## src/rtl/pipe_skid_reg.sv

```systemverilog
// Flow-controlled pipeline stage register with a 2-entry skid buffer.
// Carries a control and a data bundle; in_ready is purely registered.
module pipe_skid_reg #(
    parameter int                 DATA_W    = 96,
    parameter int                 CTRL_W    = 8,
    parameter logic [CTRL_W-1:0]  CTRL_SAFE = '0
) (
    input  logic              clk,
    input  logic              rst,
    input  logic              flush,
    input  logic              in_valid,
    output logic              in_ready,
    input  logic [CTRL_W-1:0] in_ctrl,
    input  logic [DATA_W-1:0] in_data,
    output logic              out_valid,
    input  logic              out_ready,
    output logic [CTRL_W-1:0] out_ctrl,
    output logic [DATA_W-1:0] out_data,
    output logic [1:0]        occupancy
);

    // Handshake: a beat moves on a port at the rising edge where both valid
    // and ready are high; valid never waits on ready, and in_ready depends
    // only on the skid register so no ready path crosses the stage.
    logic              m_valid;
    logic [CTRL_W-1:0] m_ctrl;
    logic [DATA_W-1:0] m_data;
    logic              s_valid;
    logic [CTRL_W-1:0] s_ctrl;
    logic [DATA_W-1:0] s_data;
    logic              acc;
    logic              pop;

    assign in_ready  = ~s_valid;
    assign acc       = in_valid & in_ready;
    assign pop       = m_valid & out_ready;
    assign out_valid = m_valid;
    assign out_ctrl  = m_valid ? m_ctrl : CTRL_SAFE;
    assign out_data  = m_data;
    assign occupancy = {1'b0, m_valid} + {1'b0, s_valid};

    always_ff @(posedge clk or negedge rst) begin
        if (!rst) begin
            m_valid <= 1'b0;
            m_ctrl  <= CTRL_SAFE;
            m_data  <= '0;
            s_valid <= 1'b0;
            s_ctrl  <= CTRL_SAFE;
            s_data  <= '0;
        end else if (flush) begin
            // Bubble insertion: data is left untouched, only control is made safe.
            m_valid <= 1'b0;
            s_valid <= 1'b0;
            m_ctrl  <= CTRL_SAFE;
            s_ctrl  <= CTRL_SAFE;
        end else begin
            case ({m_valid, s_valid})
                2'b00: begin
                    if (acc) begin
                        m_valid <= 1'b1;
                        m_ctrl  <= in_ctrl;
                        m_data  <= in_data;
                    end
                end
                2'b10: begin
                    if (pop && acc) begin
                        m_ctrl <= in_ctrl;
                        m_data <= in_data;
                    end else if (pop) begin
                        m_valid <= 1'b0;
                    end else if (acc) begin
                        s_valid <= 1'b1;
                        s_ctrl  <= in_ctrl;
                        s_data  <= in_data;
                    end
                end
                2'b11: begin
                    if (pop) begin
                        m_ctrl  <= s_ctrl;
                        m_data  <= s_data;
                        s_valid <= 1'b0;
                    end
                end
                default: begin
                end
            endcase
        end
    end

    // The skid entry only ever fills behind a stalled main entry.
    skid_implies_main: assert property (@(posedge clk) disable iff (!rst)
        !(s_valid && !m_valid));

endmodule

```

## config.mk

```make
export PLATFORM = sky130hd
export DESIGN_NAME = pipe_skid_reg
export DESIGN_NICKNAME = d
export VERILOG_FILES = /design/src/rtl/pipe_skid_reg.sv
export SDC_FILE = /design/constraint.sdc
export NUM_CORES = 1
export LEC_CHECK = 0
export BUFFER_PORTS_ARGS = -buffer_cell sky130_fd_sc_hd__buf_2
export CORE_ASPECT_RATIO = 0.7
export CORE_UTILIZATION = 25
export CTS_CLUSTER_DIAMETER = 40
export DETAILED_ROUTE_END_ITERATION = 10
export SYNTH_ARGS = -nofsm -noshare
export SYNTH_HDL_FRONTEND = slang
export SYNTH_SLANG_ARGS = --single-unit
```

## constraint.sdc

```tcl
create_clock -name clk -period 6.3 [get_ports clk]
set_input_delay 0.945 -clock clk [delete_from_list [all_inputs] [get_ports clk]]
set_output_delay 0.945 -clock clk [all_outputs]
set_load 0.01 [all_outputs]
```

; Word level (Yosys, flattened, before mapping)
; Cells that the tools add are included.
[classes]
bitwise = 6
mux = 23
n_addsub = 1
n_eq_ne = 14
reduce_logical = 14
[ops]
columns = op, count
row1 = $mux 96, 3
row2 = $pmux 96 s3, 1
row3 = $mux 8, 9
row4 = $pmux 8 s3, 1
row5 = $ne 3x3->1 const B, 7
row6 = $reduce_and 5->1, 3
row7 = $reduce_and 4->1, 3
row8 = $ne 2x2->1 const B, 5
row9 = $reduce_bool 3->1, 3
row10 = $mux 1, 7
row11 = $eq 2x2->1 const B, 2
row12 = $not 1->1, 4
row13 = $pmux 1 s2, 2
row14 = $reduce_bool 2->1, 2
row15 = $reduce_bool 4->1, 1
row16 = $add 1x1->2, 1
row17 = $and 1x1->1, 2
row18 = $logic_not 2->1, 1
row19 = $logic_and 1x1->1, 1
[word_totals]
ff_bits = 210
word_cells = 64

; Logic depth before layout (Yosys ltp)
[depth]
depth_word = 7
ltp_mapped = 8

; Least setup slack after synthesis
; OpenSTA, ideal clock, no wires.
[synth_timing]
path_type = register -> register
startpoint = register m_valid (netlist: out_valid)
endpoint = register m_data[0] (netlist: out_data[0])
path_stages_with_launch = 9
setup_time_ns = 0.127
arrival_time_ns = 2.446
slack_ns = 3.726
period_less_slack_ns = 2.574
path_cell_list = dfrtp_1 -> clkbuf_1 -> inv_1 -> ha_1 -> or2_1 -> a2111oi_4 -> buf_4 -> buf_6 -> mux2_1
[synth_via]
elab_chain_cells = 4
elab_cells_between_ends = 11
cone_classes = eq/ne: 5 / mux: 1 / bitwise: 1 / reduce/logical: 4
[synth_rtl]
columns = element, line
row1 = "start, declared", 25  ; logic m_valid;
row2 = "start signal, assigned", 44  ; m_valid <= 1'b0;
row3 = "start signal, assigned", 52  ; m_valid <= 1'b0;
row4 = "start signal, assigned", 60  ; m_valid <= 1'b1;
row5 = $and 1x1->1, 36  ; assign pop = m_valid & out_ready;
row6 = $logic_and 1x1->1, 66  ; if (pop && acc) begin
row7 = $ne 2x2->1 (no source line), --
row8 = $reduce_and 5->1 (no source line), --
row9 = "end signal, assigned", 62  ; m_data <= in_data;
row10 = "end signal, assigned", 68  ; m_data <= in_data;
row11 = "end signal, assigned", 80  ; m_data <= s_data;
row12 = "end, declared", 27  ; logic [DATA_W-1:0] m_data;
; Parallel ways exist; a longest one is shown, timed or not.
; A chain may end at the register's enable or synchronous reset.

; Worst setup path after layout
[layout_timing]
startpoint = register m_valid (netlist: out_valid)
endpoint = output port occupancy[1]
[layout_via]
elab_chain_cells = 1
[layout_rtl]
columns = element, line
row1 = $add 1x1->2, 40  ; assign occupancy = {1'b0, m_valid} + {1'b0, s_valid};
row2 = "end, declared", 19  ; output logic [1:0] occupancy
; No other way between the ends.

==> impl_metrics.py <==
metrics = {
    "floorplan": {
        "core-area_um2": 36400,
        "initial_core_util_pct": 25.7,
        "die_x_um": 234,
        "die_area_um2": 38300,
        "pin_count": 217,
        "die_h_um": 164,
        "num_rows": 58,
    },
    "logic_synthesis": {
        "synth_xor_area_share_pct": 0,
        "synth_area_per_cell_um2": 14.9,
        "ys_seq_area_share_pct": 56.0,
        "synth_cells": 628,
        "syn_area_um2": 9380,
        "synth_compound_area_share_pct": 1.77,
        "muxShareOfSynthArea_pct": 36.4,
        "ys_types": 29,
        "synth_nets": 743,
        "yosys_warnings": 0,
        "synthSimpleGateAreaFrac_pct": 2.36,
        "synth-edff-count": 0,
        "synth_top_family_by_area": "multiplexers",
        "ys_ff_latch": 210,
        "synth_fa_ha_area_share_pct": 0.800,
        "synth_ff_type": "dfrtp_1",
        "async_flop_share_pct": 100,
    },
    "cts": {
        "cts_resized": 0,
        "cts_root_buf": "clkbuf_16",
        "cts_hold_buffers": 0,
        "clk_path_buf_depth": 3,
        "clock_sinks": 210,
        "cts_tree": "done",
        "clk_pin_slew_ns": 0.06,
        "h-tree-depth": 1,
        "postCtsSetupBuffers": 0,
        "cts_buffers": 30,
        "insertion_delay_ns": 0.55,
    },
    "critical_path": {
        "cp-start-kind": "register",
        "ff2ff_setup_slack_ns": 3.22,
        "critical_path_required_ns": 5.35,
        "end_kind": "primary output",
        "critPathArrivalTime_ns": 2.28,
        "crit_fanout": 52,
        "critical_path_class": "reg -> out",
    },
    "power_and_ir_drop": {
        "powerDensity_nw_per_um2": 434,
        "p_leak_nw": 5.29,
        "ir_drop_uv": 218,
    },
    "placed_design": {
        "dp.cells": 1290,
        "dp_hpwl_mm": 13.6,
        "placement.io_buffers": 216,
        "gp_congestion": 0.706,
        "preCtsSetupSlack_ns": 3.15,
    },
    "layout": {
        "seq_area_um2": 5260,
        "fillerInstances": 3639,
        "drive_gt1_share_pct": 60.6,
        "final_cell_mix": "mux2_2, buf_2, dfrtp_1",
        "final_nets": 957,
        "multi_input_area_um2": 3890,
        "syn_to_final_growth_pct": 27.4,
        "layout_commonest_cell": "mux2_2",
        "fin_cells": 1348,
        "final_core_util_pct": 32.8,
    },
    "detailed_routing": {
        "ant_nets": 0,
        "vias": 5795,
        "totalWireLength_mm": 21.1,
        "first_iter_violations": 239,
        "drc": 40,
        "routedWlPerCell_um": 15.6,
        "via_per_inst": 4.30,
        "firstDrtPassIters": 7,
    },
    "global_routing": {
        "top_usage_layer": "met2",
        "grt_pass1_wl_mm": 33.3,
        "grt_use_met3_pct": 4.06,
        "grt_pass1_vias": 6107,
        "use_met1_pct": 14.4,
        "grt_max_degree": 115,
        "track_usage_pct": 11.0,
        "antenna_found_initial": 4,
        "overflow": 0,
        "grtUsageMet2_pct": 16.9,
    },
    "timing": {
        "finalSetupViolCount": 0,
        "fmax_ghz": 0.310,
        "worst_pin_slew_ns": 0.820,
        "drv_slew": 0,
        "max-slew-margin-rel_pct": 45.2,
        "finClkSkew_ns": 0.0108,
        "fin_crit_ns": 3.23,
        "rsz0062_at_grt": "false",
        "timing.final.crit_share_pct": 51.2,
        "finalSetupTns_ns": 0,
        "setup_ws_ns": 3.07,
        "hold_viol_final": 0,
    },
    "job": {
        "cap_violations": 0,
    },
    "run_status": {
        "violations": "DRC",
        "status": "finished with violations",
    },
    "min_path": {
        "hold_path_class": "in -> async",
    },
}
[final cells by class]
type | count | area share (%)
sequential | 210 | 44.0
inverter | 3 | 0.0943
clock inverter | 17 | 1.65
multi-input combinational | 375 | 32.6
timing repair buffer | 222 | 9.61
tap | 480 | 5.03
clock buffer | 38 | 6.96
antenna | 3 | 0.0628
[cells in the mapped netlist (2+ instances only)]
master    count  area, um^2
buf_2        13        65.1
nand3_1       8        40.0
nor2_1        8        30.0
mux2i_1       8        80.1
ha_1          6        75.1
nor2b_1       9        56.3
mux2_1       49         552
buf_6         9         101
a21oi_1      11        55.1
inv_1         3        11.3
nor3_1        2        10.0
mux2_2      247        2780
clkbuf_1     16        60.1
o21ai_0       8        40.0
dfrtp_1     210        5260
and2_1        8        50.1
[final timing paths]
| path | depth (start not counted) | from | to |
|---|---|---|---|
| worst max register to register | 4 | out_valid | out_data[86] |
| worst min register to register | 1 | out_data[6] | out_data[6] |
| min in group clk | 1 | out_data[6] | out_data[6] |
| max in group asynchronous | 2 | rst | s_data[68] |
| worst max-delay path | 2 | out_valid | occupancy[1] |
| worst min-delay path | 1 | rst | s_data[32] |
[power by group]
part           internal, mW  switching [mW]
Combinational         0.703           0.565
Clock                  1.06           0.644
Sequential             1.94           0.275
[per-stage QoR]
stage / hold slack (ns) / power, mW / instance area (um^2)
final: 0.371 / 5.19 / 11900
after global routing: 0.448 / 5.52 / 11900
after CTS: 0.418 / 5.29 / 11900
after detailed placement: 0.469 / 3.53 / 10900
after global placement: 0.463 / 3.46 / 10900
after floorplan: 0.459 / 2.99 / 9380
[worst max-delay path, cell delays in order, from the launching register on]
cell     delay, ns
dfrtp_1       0.72
ha_4          0.72
buf_2         0.26
[flip-flops by register name, indices dropped and copies added (netlist names)]
signal and flops:
s_valid 1, out_data 96, m_ctrl 8, out_valid 1, s_data 96, s_ctrl 8
[routing by layer]
metal  wire length (um)  part of all wire (%)
met3               1610                   7.6
met2               9450                    45
met1               9550                    45
met5                 27                  0.13
met4                456                   2.2
[logic make-up (layout without fill, tap and decap cells)]
family / after synthesis / count (layout)
other cells: 0 / 3
buf+inv: 43 / 280
compound gates: 25 / 25
flops: 210 / 210
simple gates: 40 / 40
fa+ha+maj: 6 / 6
mux: 304 / 304
Power figures use the tool's default switching activity.
